`src/rtl/serial_bit_tx_if.sv`:
```
// serial_bit_tx_if: word handshake in, serial line and frame status out.
interface serial_bit_tx_if #(parameter int DATA_W = 8);
   logic [DATA_W-1:0] tx_data;
   logic tx_valid;
   logic tx_ready;
   logic tx_out;
   logic tx_busy;
   logic tx_done;
   modport master (output tx_data, tx_valid, input tx_ready, tx_out, tx_busy, tx_done);
   modport slave (input tx_data, tx_valid, output tx_ready, tx_out, tx_busy, tx_done);
endinterface

```
`src/rtl/serial_bit_tx.sv`:
```
// serial_bit_tx: sends one start(0) / LSB-first data / stop(1) frame per accepted word.
module serial_bit_tx #(
   parameter int DATA_W       = 8,
   parameter int CLKS_PER_BIT = 4
) (
   input logic           clk,
   input logic           reset,
   serial_bit_tx_if.slave bus
);
   localparam int TW = $clog2(CLKS_PER_BIT + 1);
   localparam int IW = $clog2(DATA_W + 1);
   localparam logic [TW-1:0] T_LAST = TW'(CLKS_PER_BIT - 1);
   localparam logic [IW-1:0] I_LAST = IW'(DATA_W - 1);
   localparam logic [1:0] IDLE = 2'd0, START = 2'd1, DATA = 2'd2, STOP = 2'd3;
   logic [1:0] state;
   logic [TW-1:0] timer;
   logic [IW-1:0] idx;
   logic [DATA_W-1:0] sh;
   logic out_r, ready_r, busy_r, done_r;
   logic bit_end;
   assign bit_end = timer == T_LAST;
   assign bus.tx_out = out_r;
   assign bus.tx_ready = ready_r;
   assign bus.tx_busy = busy_r;
   assign bus.tx_done = done_r;
   // Each bit is loaded into out_r on the edge that ends the previous bit, so the line is registered.
   always_ff @(posedge clk or posedge reset)
      if (reset) begin
         state <= IDLE;
         timer <= '0;
         idx <= '0;
         sh <= '0;
         out_r <= 1'b1;
         ready_r <= 1'b1;
         busy_r <= 1'b0;
         done_r <= 1'b0;
      end else begin
         done_r <= 1'b0;
         timer <= (state == IDLE || bit_end) ? '0 : timer + 1'b1;
         case (state)
            IDLE: if (bus.tx_valid && ready_r) begin
               state <= START;
               sh <= bus.tx_data;
               out_r <= 1'b0;
               ready_r <= 1'b0;
               busy_r <= 1'b1;
            end
            START: if (bit_end) begin
               state <= DATA;
               idx <= '0;
               out_r <= sh[0];
               sh <= sh >> 1;
            end
            DATA: if (bit_end) begin
               if (idx == I_LAST) begin
                  state <= STOP;
                  out_r <= 1'b1;
               end else begin
                  idx <= idx + 1'b1;
                  out_r <= sh[0];
                  sh <= sh >> 1;
               end
            end
            default: if (bit_end) begin
               state <= IDLE;
               ready_r <= 1'b1;
               busy_r <= 1'b0;
               done_r <= 1'b1;
            end
         endcase
      end
endmodule

```
`src/flat_wrapper.sv`:
```
// flat-port wrapper written by rule: the top's interface ports become plain ports
module serial_bit_tx_flat 
#(
   parameter int DATA_W       = 8,
   parameter int CLKS_PER_BIT = 4
)
  (clk, reset, bus_tx_data, bus_tx_valid, bus_tx_ready, bus_tx_out, bus_tx_busy, bus_tx_done);
  serial_bit_tx_if #(.DATA_W(DATA_W)) bus_i ();
  input logic clk;
  input logic reset;
  input wire logic [$bits(bus_i.tx_data)-1:0] bus_tx_data;
  input wire logic [$bits(bus_i.tx_valid)-1:0] bus_tx_valid;
  output wire logic [$bits(bus_i.tx_ready)-1:0] bus_tx_ready;
  output wire logic [$bits(bus_i.tx_out)-1:0] bus_tx_out;
  output wire logic [$bits(bus_i.tx_busy)-1:0] bus_tx_busy;
  output wire logic [$bits(bus_i.tx_done)-1:0] bus_tx_done;
  assign bus_i.tx_data = bus_tx_data;
  assign bus_i.tx_valid = bus_tx_valid;
  assign bus_tx_ready = bus_i.tx_ready;
  assign bus_tx_out = bus_i.tx_out;
  assign bus_tx_busy = bus_i.tx_busy;
  assign bus_tx_done = bus_i.tx_done;
  serial_bit_tx #(.DATA_W(DATA_W), .CLKS_PER_BIT(CLKS_PER_BIT)) u_core (.clk(clk), .reset(reset), .bus(bus_i));
endmodule
```
`config.mk`:
```
export PLATFORM = sky130hd
export DESIGN_NAME = serial_bit_tx_flat
export DESIGN_NICKNAME = d
export VERILOG_FILES = /design/src/rtl/serial_bit_tx_if.sv /design/src/rtl/serial_bit_tx.sv /design/src/flat_wrapper.sv
export SDC_FILE = /design/constraint.sdc
export NUM_CORES = 1
export LEC_CHECK = 0
export BUFFER_PORTS_ARGS = -buffer_cell sky130_fd_sc_hd__buf_2
export CORE_MARGIN = 2
export CORE_UTILIZATION = 60
export CTS_CLUSTER_DIAMETER = 100
export DETAILED_ROUTE_END_ITERATION = 16
export PLACE_DENSITY = 0.82
export SLEW_MARGIN = 10
export SYNTH_ARGS = -nofsm -noshare
export SYNTH_HDL_FRONTEND = slang
export SYNTH_SLANG_ARGS = --single-unit
```
`constraint.sdc`:
```
create_clock -name clk -period 4.61 [get_ports clk]
set_clock_uncertainty 0.1 [all_clocks]
set_input_delay 0.922 -clock clk [delete_from_list [all_inputs] [get_ports clk]]
set_output_delay 0.922 -clock clk [all_outputs]
set_load 0.1 [all_outputs]
```
### Word level (Yosys, flattened, before mapping)

Index checks and enable logic that the tools add are counted.
W data, S select, Z words.

| word-level totals | value |
|---|---|
| bits of input ports | 11 |
| logic and storage cells | 61 |
| flip-flop bits (word level) | 21 |

| operators by class | value |
|---|---|
| add/sub/neg operators | 2 |
| mux-type cells | 28 |
| equal/unequal tests | 9 |
| reductions and logical operators | 13 |
| bitwise operators | 1 |

Operators with widths:

| operator | count |
|---|---|
| $mux W8 | 4 |
| $pmux W8 S3 | 1 |
| $mux W4 | 3 |
| $mux W2 | 5 |
| $reduce_and A5 Y1 | 2 |
| $mux W1 | 9 |
| $pmux W4 S2 | 1 |
| $reduce_and A4 Y1 | 2 |
| $ne A2 B1 Y1 const B | 3 |
| $pmux W2 S3 | 1 |
| $add A4 B1 Y4 const B | 1 |
| $eq A4 B3 Y1 const B | 1 |
| $ne A2 B2 Y1 const B | 2 |
| $pmux W1 S2 | 2 |
| $reduce_bool A2 Y1 | 2 |
| $add A3 B1 Y3 const B | 1 |
| $eq A3 B2 Y1 const B | 1 |
| $mux W3 | 1 |
| $pmux W1 S3 | 1 |
| $reduce_and A3 Y1 | 1 |
| $reduce_bool A3 Y1 | 1 |
| $reduce_or A3 Y1 | 1 |
| $eq A2 B1 Y1 const B | 1 |
| $eq A2 B2 Y1 const B | 1 |
| other kinds (5) | 5 |

### Longest topological paths before layout

Gate-level depths: netlist of the first run.

| depth | value |
|---|---|
| depth after elaboration | 4 |
| mapped depth | 8 |

### Least setup slack after synthesis of the first run

No wires, ideal clock.

| timing | value |
|---|---|
| path type | register -> output |
| start point | register u_core.busy_r (netlist: u_core.bus.tx_busy) |
| end point | output port bus_tx_busy |
| buffers on the path | 0 |
| setup slack | 2.676 ns |
| arrival time | 0.912 ns |
| stages on the path, launching flop included | 1 |
| data required time | 3.588 ns |
| cells stage by stage | dfrtp_1 |

RTL lines:

| item | RTL line | RTL |
|---|---|---|
| from (decl) | serial_bit_tx.sv:19 | `logic out_r, ready_r, busy_r, done_r;` |
| from (signal assigned) | serial_bit_tx.sv:35 | `busy_r <= 1'b0;` |
| from (signal assigned) | serial_bit_tx.sv:46 | `busy_r <= 1'b1;` |
| from (signal assigned) | serial_bit_tx.sv:67 | `busy_r <= 1'b0;` |
| to (decl) | flat_wrapper.sv:15 | `output wire logic [$bits(bus_i.tx_busy)-1:0] bus_tx_busy;` |

No word-level cell between the ends.

### Worst setup path after layout of the first run

| timing | value |
|---|---|
| start point | register u_core.ready_r (netlist: u_core.bus.tx_ready) |
| end point | output port bus_tx_ready |

RTL lines:

| item | RTL line | RTL |
|---|---|---|
| from (decl) | serial_bit_tx.sv:19 |  |
| from (signal assigned) | serial_bit_tx.sv:34 | `ready_r <= 1'b1;` |
| from (signal assigned) | serial_bit_tx.sv:45 | `ready_r <= 1'b0;` |
| from (signal assigned) | serial_bit_tx.sv:66 | `ready_r <= 1'b1;` |
| to (decl) | flat_wrapper.sv:13 | `output wire logic [$bits(bus_i.tx_ready)-1:0] bus_tx_ready;` |

No word-level cell between the ends.

==> results of run 1 <==
-- how the worst max path moves through the flow --
stage / from / endpoint
2_1_floorplan: u_core.bus.tx_busy$_DFFE_PP0P_ / bus_tx_busy
3_3_place_gp: u_core.bus.tx_ready$_DFFE_PP1P_ / bus_tx_ready
3_5_place_dp: u_core.bus.tx_ready$_DFFE_PP1P_ / bus_tx_ready
4_1_cts: u_core.bus.tx_ready$_DFFE_PP1P_ / bus_tx_ready
5_1_grt: u_core.bus.tx_ready$_DFFE_PP1P_ / bus_tx_ready
6_report: u_core.bus.tx_ready$_DFFE_PP1P_ / bus_tx_ready
-- layout make-up --
type                            instances  area share, %
Timing Repair Buffer                   14           5.46
Tap cell                               27           2.63
Multi-Input combinational cell         74           45.7
Clock buffer                            3           1.75
Clock inverter                          1          0.390
Sequential cell                        21           41.1
Inverter                               10           2.92
-- where the power goes --
group / internal, mW / switching, mW
Combinational: 0.235 / 0.376
Sequential: 0.262 / 0.0509
Clock: 0.0323 / 0.0561
Total: 0.529 / 0.483
-- routing by layer --
layer  up-vias  part of all wire (%)
li1        418                     -
met1       418                    45
met2        23                    51
met3         4                   3.4
met4         0                   1.1
met5         -                     0
-- cells by family (layout without fill, tap and decap cells) --
kind of cell	count (synthesis)	count (layout)
and+or+nand+nor	27	27
muxes	10	10
adders and majority gates	7	7
buffers and inverters	14	28
DFF	21	21
AOI/OAI and AO/OA	30	30
-- registers in the layout, indices dropped and copies added, names as in the netlist --
register and cells:
u_core.bus.tx_busy 1, u_core.bus.tx_done 1, u_core.bus.tx_out 1, u_core.bus.tx_ready 1
u_core.idx 4, u_core.sh 8, u_core.state 2, u_core.timer 3
-- layout by cell type, fill, tap and decap left out, types with 2 or more instances in the layout --
cell      Yosys  final
dfstp_2       2      2
buf_2         2     14
ha_1          7      7
o211ai_1      3      3
nor2_1        7      7
a21oi_2       7      7
o21ai_0       2      2
mux2i_1       9      9
dfrtp_1      19     19
nand3_1       3      3
a21oi_1       6      6
nor3_1        2      2
clkbuf_4      0      3
o21ai_2       2      2
inv_1        10     10
nand2_1       5      5
nor2_2        3      3
-- metrics by stage --
step	setup WS, ns	cell area [um^2]	cells	total power [mW]	util [%]
6_report	2.27	1280	150	1.01	67.5
4_1_cts	2.26	1280	150	1.02	67.5
3_3_place_gp	2.62	1260	146	0.898	66.1
5_1_grt	2.22	1280	150	1.10	67.5
2_1_floorplan	2.68	1180	109	0.848	-
3_5_place_dp	2.61	1260	146	0.928	66.1
==> summary.txt, run 1 <==
WS Path Type - reg -> out
Critical path's largest stage delay - 0.58 ns
R2R depth - 6
Compound-gate portion of the synthesized area - 20.2%
Reg area - 528 um^2
Setup Viol. Count Final - 0
Slowest-stage cell, CP - dfstp_2
Worst hold slack - 0.345 ns
Post-synthesis mux area share - 8.58%
Overall global routing resource usage - 20.4%
Startpoint types - flop
Fillcell total - 155
Largest net degree at the start of global routing - 22
Gp weighted congestion - 0.731
Area fraction of the dominant cell type after synthesis - 40.3%
Largest cells by area after synthesis - dfrtp_1 (40%), mux2i_1 (7.6%), ha_1 (7.4%)
Die Area - 0.00234 mm^2
Synth Area in XOR/XNOR - 0%
WL/cell - 13.6 um
H-tree Lvls - 1
Die extent in x - 48.4 um
Worst path required time - 3.59 ns
Std-Cell Rows - 16
# resized after CTS - 0
Buf/Inv on CP - 1
Clock buffer depth - 2
Synth Cell Area - 0.00118 mm^2
Slew Viols, Final - 0
TritonCTS clock tree - built
Sequential area share after synthesis - 44.7%
Synth Warn # - 0
Reg2reg start - u_core.state[0]$_DFFE_PP0P_
Leading area contributor after synthesis - dfrtp_1
I/O Buffers - 14
Number of synthesized flops with an enable pin - 0
Final ANT Viol Nets - 0
CP Depth - 1
CP Max Fanout - 5
Synth Register Bits - 21
Antenna cells - 0
Max rail drop VDD - 0.000442 V
Dpl hpwl - 1470 um
Hold buffers post-CTS - 0
F_max - 0.428 GHz
Final #Nets - 142
Initial Utilization - 62.1%
Largest family of logic cells by synthesized area - compound AO/OA/AOI/OAI gates
Synthesized area per cell - 10.8 um^2
Clock Pin Slew Worst Setup and Hold Paths - 0.12 ns
Synth Area in Simple Gates - 13.5%
M1 GR Usage - 24.8%
Vias in the first global route - 874
Root buf cell - clkbuf_4
Setup tns final - 0 ns
Global Route met3 Usage - 2.78%
Gr busiest metal - met2
Cell variety after synth - 36
DRT Pass-1 Iters - 4
DRT Wirelength - 2040 um
PwrDens - 788 mW/mm^2
Via count - 863
Total gr overflow - 0
TritonCTS Buffers - 3
Critical Path AT - 1.32 ns
Hold Path Depth - 1
Max cap viols - 0
RSZ-0062 raised after global routing - false
Synth Area in Adders - 7.42%
First-pass GRT wire length - 3780 um
Relative slew slack - 47.1%
Status - finished, final reports clean
Die Ht - 48.4 um
CP endpoint kind - primary output
Synthesized net count - 127
Initial drt markers - 17
CP Cell Sequence - buf_2
Cells after Synth - 109
Post-synth top cells - dfrtp_1 (19), inv_1 (10), mux2i_1 (9)
Core footprint - 0.00190 mm^2
HP Class - reg -> reg
# IOs - 15
Crit-path leading delay family - flip-flops
Clock sinks - 21
Top_reg_cell synth - dfrtp_1
Share of post-route cells with drive strength above 1 - 30.1%
Initial antenna violation count - 0
R2R Setup Slk - 2.59 ns
Min-delay src - u_core.timer[0]$_DFF_PP0_
Worst-Margin Slew - 0.792 ns
Area of the multi-input gates - 587 um^2
Area Growth Syn to Fin - 8.69%
Clk_lat worst skew - 0.30 ns
Hold endpoint - u_core.timer[0]$_DFF_PP0_
Reg-to-Reg End - u_core.sh[7]$_DFFE_PP0P_
Tcrit/Tclk final - 50.7%
Pleak - 0.609 nW
Via density - 5.75
DRC violations left - 0
Final Hold Fails - 0
Post-CTS Setup Inserts - 0
Async SR Flop Fraction - 100%
GR Layer Usage met2 - 37.0%
Most numerous cell in the Yosys netlist - dfrtp_1
Tmin final - 2.34 ns
No activity file was read; power rests on OpenSTA's default activity.
==> run 2, diff against run 1 <==
CORE_UTILIZATION = 56   (was 60)
PLACE_DENSITY = 0.78   (was 0.82)
clock period = 2.4 ns   (was 4.61 ns; I/O delays follow)
==> run 2 against run 1 <==
Net effect:
- wire length grew 2.9%
- sequential power grew 92%
- global-route usage is essentially flat
- clock power grew 91%
- cell area grew 0.49%
- register-to-register slack lost 2.1 ns
- die area grew 6.5%
- via count shrank 2.2%
- combinational power grew 95%
- critical path depth grew 5
- sequential share of layout area shrank 0.20 points
- highest routed layer unchanged
==> summary.txt, run 2 (synthesized netlist as in run 1, its figures left out) <==
Total power - 1.96 mW
Critical path's largest stage delay - 0.42 ns
Std-Cell Rows - 16
Top Registers - u_core.sh (8), u_core.idx (4), u_core.timer (3)
Via density - 5.59
Most frequent cells in the layout - dfrtp_1 (19), buf_2 (14), inv_1 (10)
Slowest-stage cell, CP - dfrtp_1
Total gr overflow - 0
Clock sinks - 21
Root buf cell - clkbuf_4
Relative slew slack - 47.3%
Overall global routing resource usage - 20.4%
Initial drt markers - 45
CP endpoint kind - flop
Gr busiest metal - met2
Slew Viols, Final - 0
# IOs - 15
Initial antenna violation count - 0
Pleak - 0.611 nW
GR Layer Usage met2 - 34.9%
Setup Viol. Count Final - 0
Final Hold Fails - 0
WL/cell - 13.9 um
RSZ-0062 raised after global routing - false
DRC violations left - 0
Via count - 844
Global Route met3 Usage - 4.55%
Die Ht - 49.9 um
F_max - 0.516 GHz
Placed cell count - 147
Finished Core Util - 65.1%
Clock buffer depth - 2
Crit-path leading delay family - compound AO/OA/AOI/OAI gates
TritonCTS Buffers - 3
WS Path Type - reg -> reg
Status - finished, final reports clean
Critical Path AT - 2.08 ns
H-tree Lvls - 1
TritonCTS clock tree - built
Max rail drop VDD - 0.00102 V
Cell Count, Final, Fillers Out - 151
Largest net degree at the start of global routing - 22
Worst-Margin Slew - 0.790 ns
Most common cell after layout, fill and taps aside - dfrtp_1
Setup tns final - 0 ns
Core footprint - 0.00198 mm^2
Max cap viols - 0
Pre-CTS setup slack - 0.490 ns
Final ANT Viol Nets - 0
Setup WS post-layout - 0.460 ns
Largest register FFs - 8
CP Max Fanout - 16
First-pass GRT wire length - 3830 um
Buf/Inv on CP - 1
DRT Pass-1 Iters - 4
Antenna cells - 0
# resized after CTS - 0
Worst path required time - 2.54 ns
Startpoint types - flop
Die Area - 0.00249 mm^2
Clock Pin Slew Worst Setup and Hold Paths - 0.11 ns
DRT Wirelength - 2100 um
Vias in the first global route - 891
Post-CTS Setup Inserts - 0
Area Growth Syn to Fin - 9.22%
I/O Buffers - 14
Share of post-route cells with drive strength above 1 - 29.8%
M1 GR Usage - 24.0%
Biggest register - u_core.sh
Die extent in x - 49.9 um
CP Cell Sequence - inv_1 -> ha_1 -> nor2_2 -> o2111a_4 -> nand3_1 -> o21ai_2
Initial Utilization - 59.6%
HP Class - in -> async
Dpl hpwl - 1550 um
Tcrit/Tclk final - 80.8%
Final #Nets - 143
Hold buffers post-CTS - 0
Gp weighted congestion - 0.748
PwrDens - 1520 mW/mm^2
Tmin final - 1.94 ns
Clk_lat worst skew - 0.30 ns
run 2: changes by cell type in the layout (fill, tap and decap cells not counted):
| cell | previous run | this run |
|---|---|---|
| buf_4 | 0 | 1 |
| clkbuf_1 | 0 | 1 |
| clkinv_2 | 1 | 0 |
run 2: report_power, final:
| group | leakage, nW | internal, mW | switching [mW] |
|---|---|---|---|
| sequential | 0.255 | 0.503 | 0.0989 |
| clock | 0.0150 | 0.0648 | 0.105 |
| combinational | 0.341 | 0.469 | 0.723 |
run 2: final timing paths:
check	start	to	slack (ns)	cells past startpoint
max in group asynchronous	reset	u_core.bus.tx_busy$_DFFE_PP0P_	1.51	2
worst min-delay path	reset	u_core.sh[4]$_DFFE_PP0P_	0.20	2
worst max register to register	u_core.state[0]$_DFFE_PP0P_	u_core.sh[7]$_DFFE_PP0P_	0.46	6
worst min register to register	u_core.timer[0]$_DFF_PP0_	u_core.timer[0]$_DFF_PP0_	0.35	1
min in group clk	bus_tx_data[7]	u_core.sh[7]$_DFFE_PP0P_	0.33	3
worst max-delay path	u_core.state[0]$_DFFE_PP0P_	u_core.sh[7]$_DFFE_PP0P_	0.46	6
run 2: per-layer routing:
layer | up-vias | part of all wire, %
li1 | 420 | -
met1 | 400 | 45
met2 | 18 | 49
met3 | 6 | 3.9
met4 | 0 | 1.9
met5 | - | 0
run 2: cell type report:
type | count | area, um^2
fillers | 154 | 692
multi-input cells | 74 | 587
flip-flops and latches | 21 | 528
repair buffers | 15 | 77.6
inverters | 10 | 37.5
well taps | 27 | 33.8
clock buffers | 4 | 26.3
run 2: per-stage QoR:
step / hold slack, ns / instance area [um^2]
after detailed placement: 0.331 / 1260
final: 0.204 / 1290
after global placement: 0.322 / 1260
after floorplan: 0.308 / 1180
after global routing: 0.274 / 1290
after CTS: 0.230 / 1290
==> run 3, diff against run 2 <==
clock period = 1.87 ns   (was 2.4 ns; I/O delays follow)
==> run 3 against run 2 <==
Net effect:
- sequential cell count stayed put
- largest cell class unchanged
- cell count up 4.0%
- via count grew 2.6%
- highest routed layer unchanged
- largest power group unchanged
- hold slack lost 0.0072 ns
- combinational power is 37% higher
- non-clock buffer count is 6 higher
- critical endpoint is now bus_tx_ready
- utilization increased by 3.0 points
- critical path type is now reg -> out
==> summary.txt, run 3 (synthesized netlist as in run 1, its figures left out) <==
Status - finished, final reports clean
Final #Nets - 149
Area Growth Syn to Fin - 14.2%
Setup WS post-layout - 0.0572 ns
DRT Wirelength - 2140 um
Std-Cell Rows - 16
DRT Pass-1 Iters - 4
Dpl hpwl - 1550 um
Initial drt markers - 13
Slowest-stage cell, CP - dfstp_2
Die Ht - 49.9 um
Clock buffer depth - 2
WS Path Type - reg -> out
CP endpoint kind - primary output
Max rail drop VDD - 0.00117 V
H-tree Lvls - 1
Initial antenna violation count - 0
Tmin final - 1.81 ns
Post-CTS Setup Inserts - 0
Clock sinks - 21
Tcrit/Tclk final - 96.9%
Met1 wire length - 1010 um
Die extent in x - 49.9 um
Total power - 2.63 mW
TritonCTS Buffers - 3
Clk_lat worst skew - 0.31 ns
HP Class - in -> reg
Via density - 5.52
CP Cell Sequence - buf_2
DRC violations left - 0
Die Area - 0.00249 mm^2
Biggest register - u_core.sh
TritonCTS clock tree - built
Setup tns final - 0 ns
# IOs - 15
Antenna cells - 0
Final ANT Viol Nets - 0
Root buf cell - clkbuf_4
Most common cell after layout, fill and taps aside - dfrtp_1
Worst-Margin Slew - 0.485 ns
CP Max Fanout - 5
Startpoint types - flop
Core footprint - 0.00198 mm^2
Overall global routing resource usage - 20.6%
Pleak - 0.639 nW
Final Hold Fails - 0
Top sig layer - met4
Critical Path AT - 1.34 ns
Design Area, Final - 0.00135 mm^2
Pre-CTS setup slack - 0.0459 ns
Slew Viols, Final - 0
Most frequent cells in the layout - dfrtp_1 (19), buf_2 (14), inv_1 (10)
Worst path required time - 1.40 ns
Placed Area - 0.00130 mm^2
Crit-path leading delay family - flip-flops
Critical path's largest stage delay - 0.59 ns
Top Registers - u_core.sh (8), u_core.idx (4), u_core.timer (3)
Vias in the first global route - 852
Clock Pin Slew Worst Setup and Hold Paths - 0.13 ns
I/O Buffers - 14
F_max - 0.552 GHz
Total gr overflow - 0
Buf/Inv on CP - 1
Max cap viols - 0
Relative slew slack - 67.9%
Setup Viol. Count Final - 0
Via count - 866
WL met2 - 1040 um
First-pass GRT wire length - 3860 um
Largest net degree at the start of global routing - 22
RSZ-0062 raised after global routing - false
WL/cell - 13.6 um
Gp weighted congestion - 0.713
Initial Utilization - 59.6%
Largest register FFs - 8
PwrDens - 1950 mW/mm^2
Met3 WL - 75 um
Share of post-route cells with drive strength above 1 - 33.8%
run 3: cell type report:
| type | count | area, um^2 |
|---|---|---|
| Timing Repair Buffer | 21 | 125 |
| Inverter | 10 | 37.5 |
| Clock inverter | 1 | 7.51 |
| Clock buffer | 3 | 22.5 |
| Multi-Input combinational cell | 74 | 594 |
| Tap cell | 27 | 33.8 |
| Fill cell | 154 | 633 |
| Sequential cell | 21 | 528 |
run 3: stage by stage:
| step | util (%) | std cells | hold slack [ns] |
|---|---|---|---|
| 3_3_place_gp | 65.7 | 152 | 0.309 |
| 5_1_grt | 68.1 | 157 | 0.189 |
| 3_5_place_dp | 65.7 | 152 | 0.316 |
| 4_1_cts | 67.7 | 157 | 0.189 |
| 6_report | 68.1 | 157 | 0.196 |
| 2_1_floorplan | - | 109 | 0.249 |
run 3: where the power goes:
group	switching (mW)	leakage [nW]	total, mW	internal [mW]
clock	0.147	0.0139	0.229	0.0817
sequential	0.127	0.255	0.772	0.645
combinational	0.956	0.370	1.63	0.673
run 3: repair_timing:
action	4_1_cts	5_1_grt
endpoints found under the setup margin	0	13
endpoints found under the hold margin	19	0
resized for setup	0	2
hold buffers	1	0
run 3: final timing paths:
path / startpoint / end / slack (ns) / cells after the start
min in group asynchronous: reset / u_core.sh[3]$_DFFE_PP0P_ / 0.52 / 4
hold reg to reg: u_core.timer[0]$_DFF_PP0_ / u_core.timer[0]$_DFF_PP0_ / 0.35 / 1
setup / recovery: u_core.bus.tx_ready$_DFFE_PP1P_ / bus_tx_ready / 0.06 / 1
hold / removal: bus_tx_data[7] / u_core.sh[7]$_DFFE_PP0P_ / 0.20 / 3
max in group asynchronous: reset / u_core.bus.tx_out$_DFFE_PP1P_ / 0.88 / 4
setup reg to reg: u_core.state[0]$_DFFE_PP0P_ / u_core.state[0]$_DFFE_PP0P_ / 0.12 / 6
run 3: metal layers:
layer / vias up / track usage (%)
met2: 12 / 34.4
met4: 0 / 5.09
met3: 4 / 6.36
met1: 418 / 25.8
met5: - / 0
li1: 432 / -
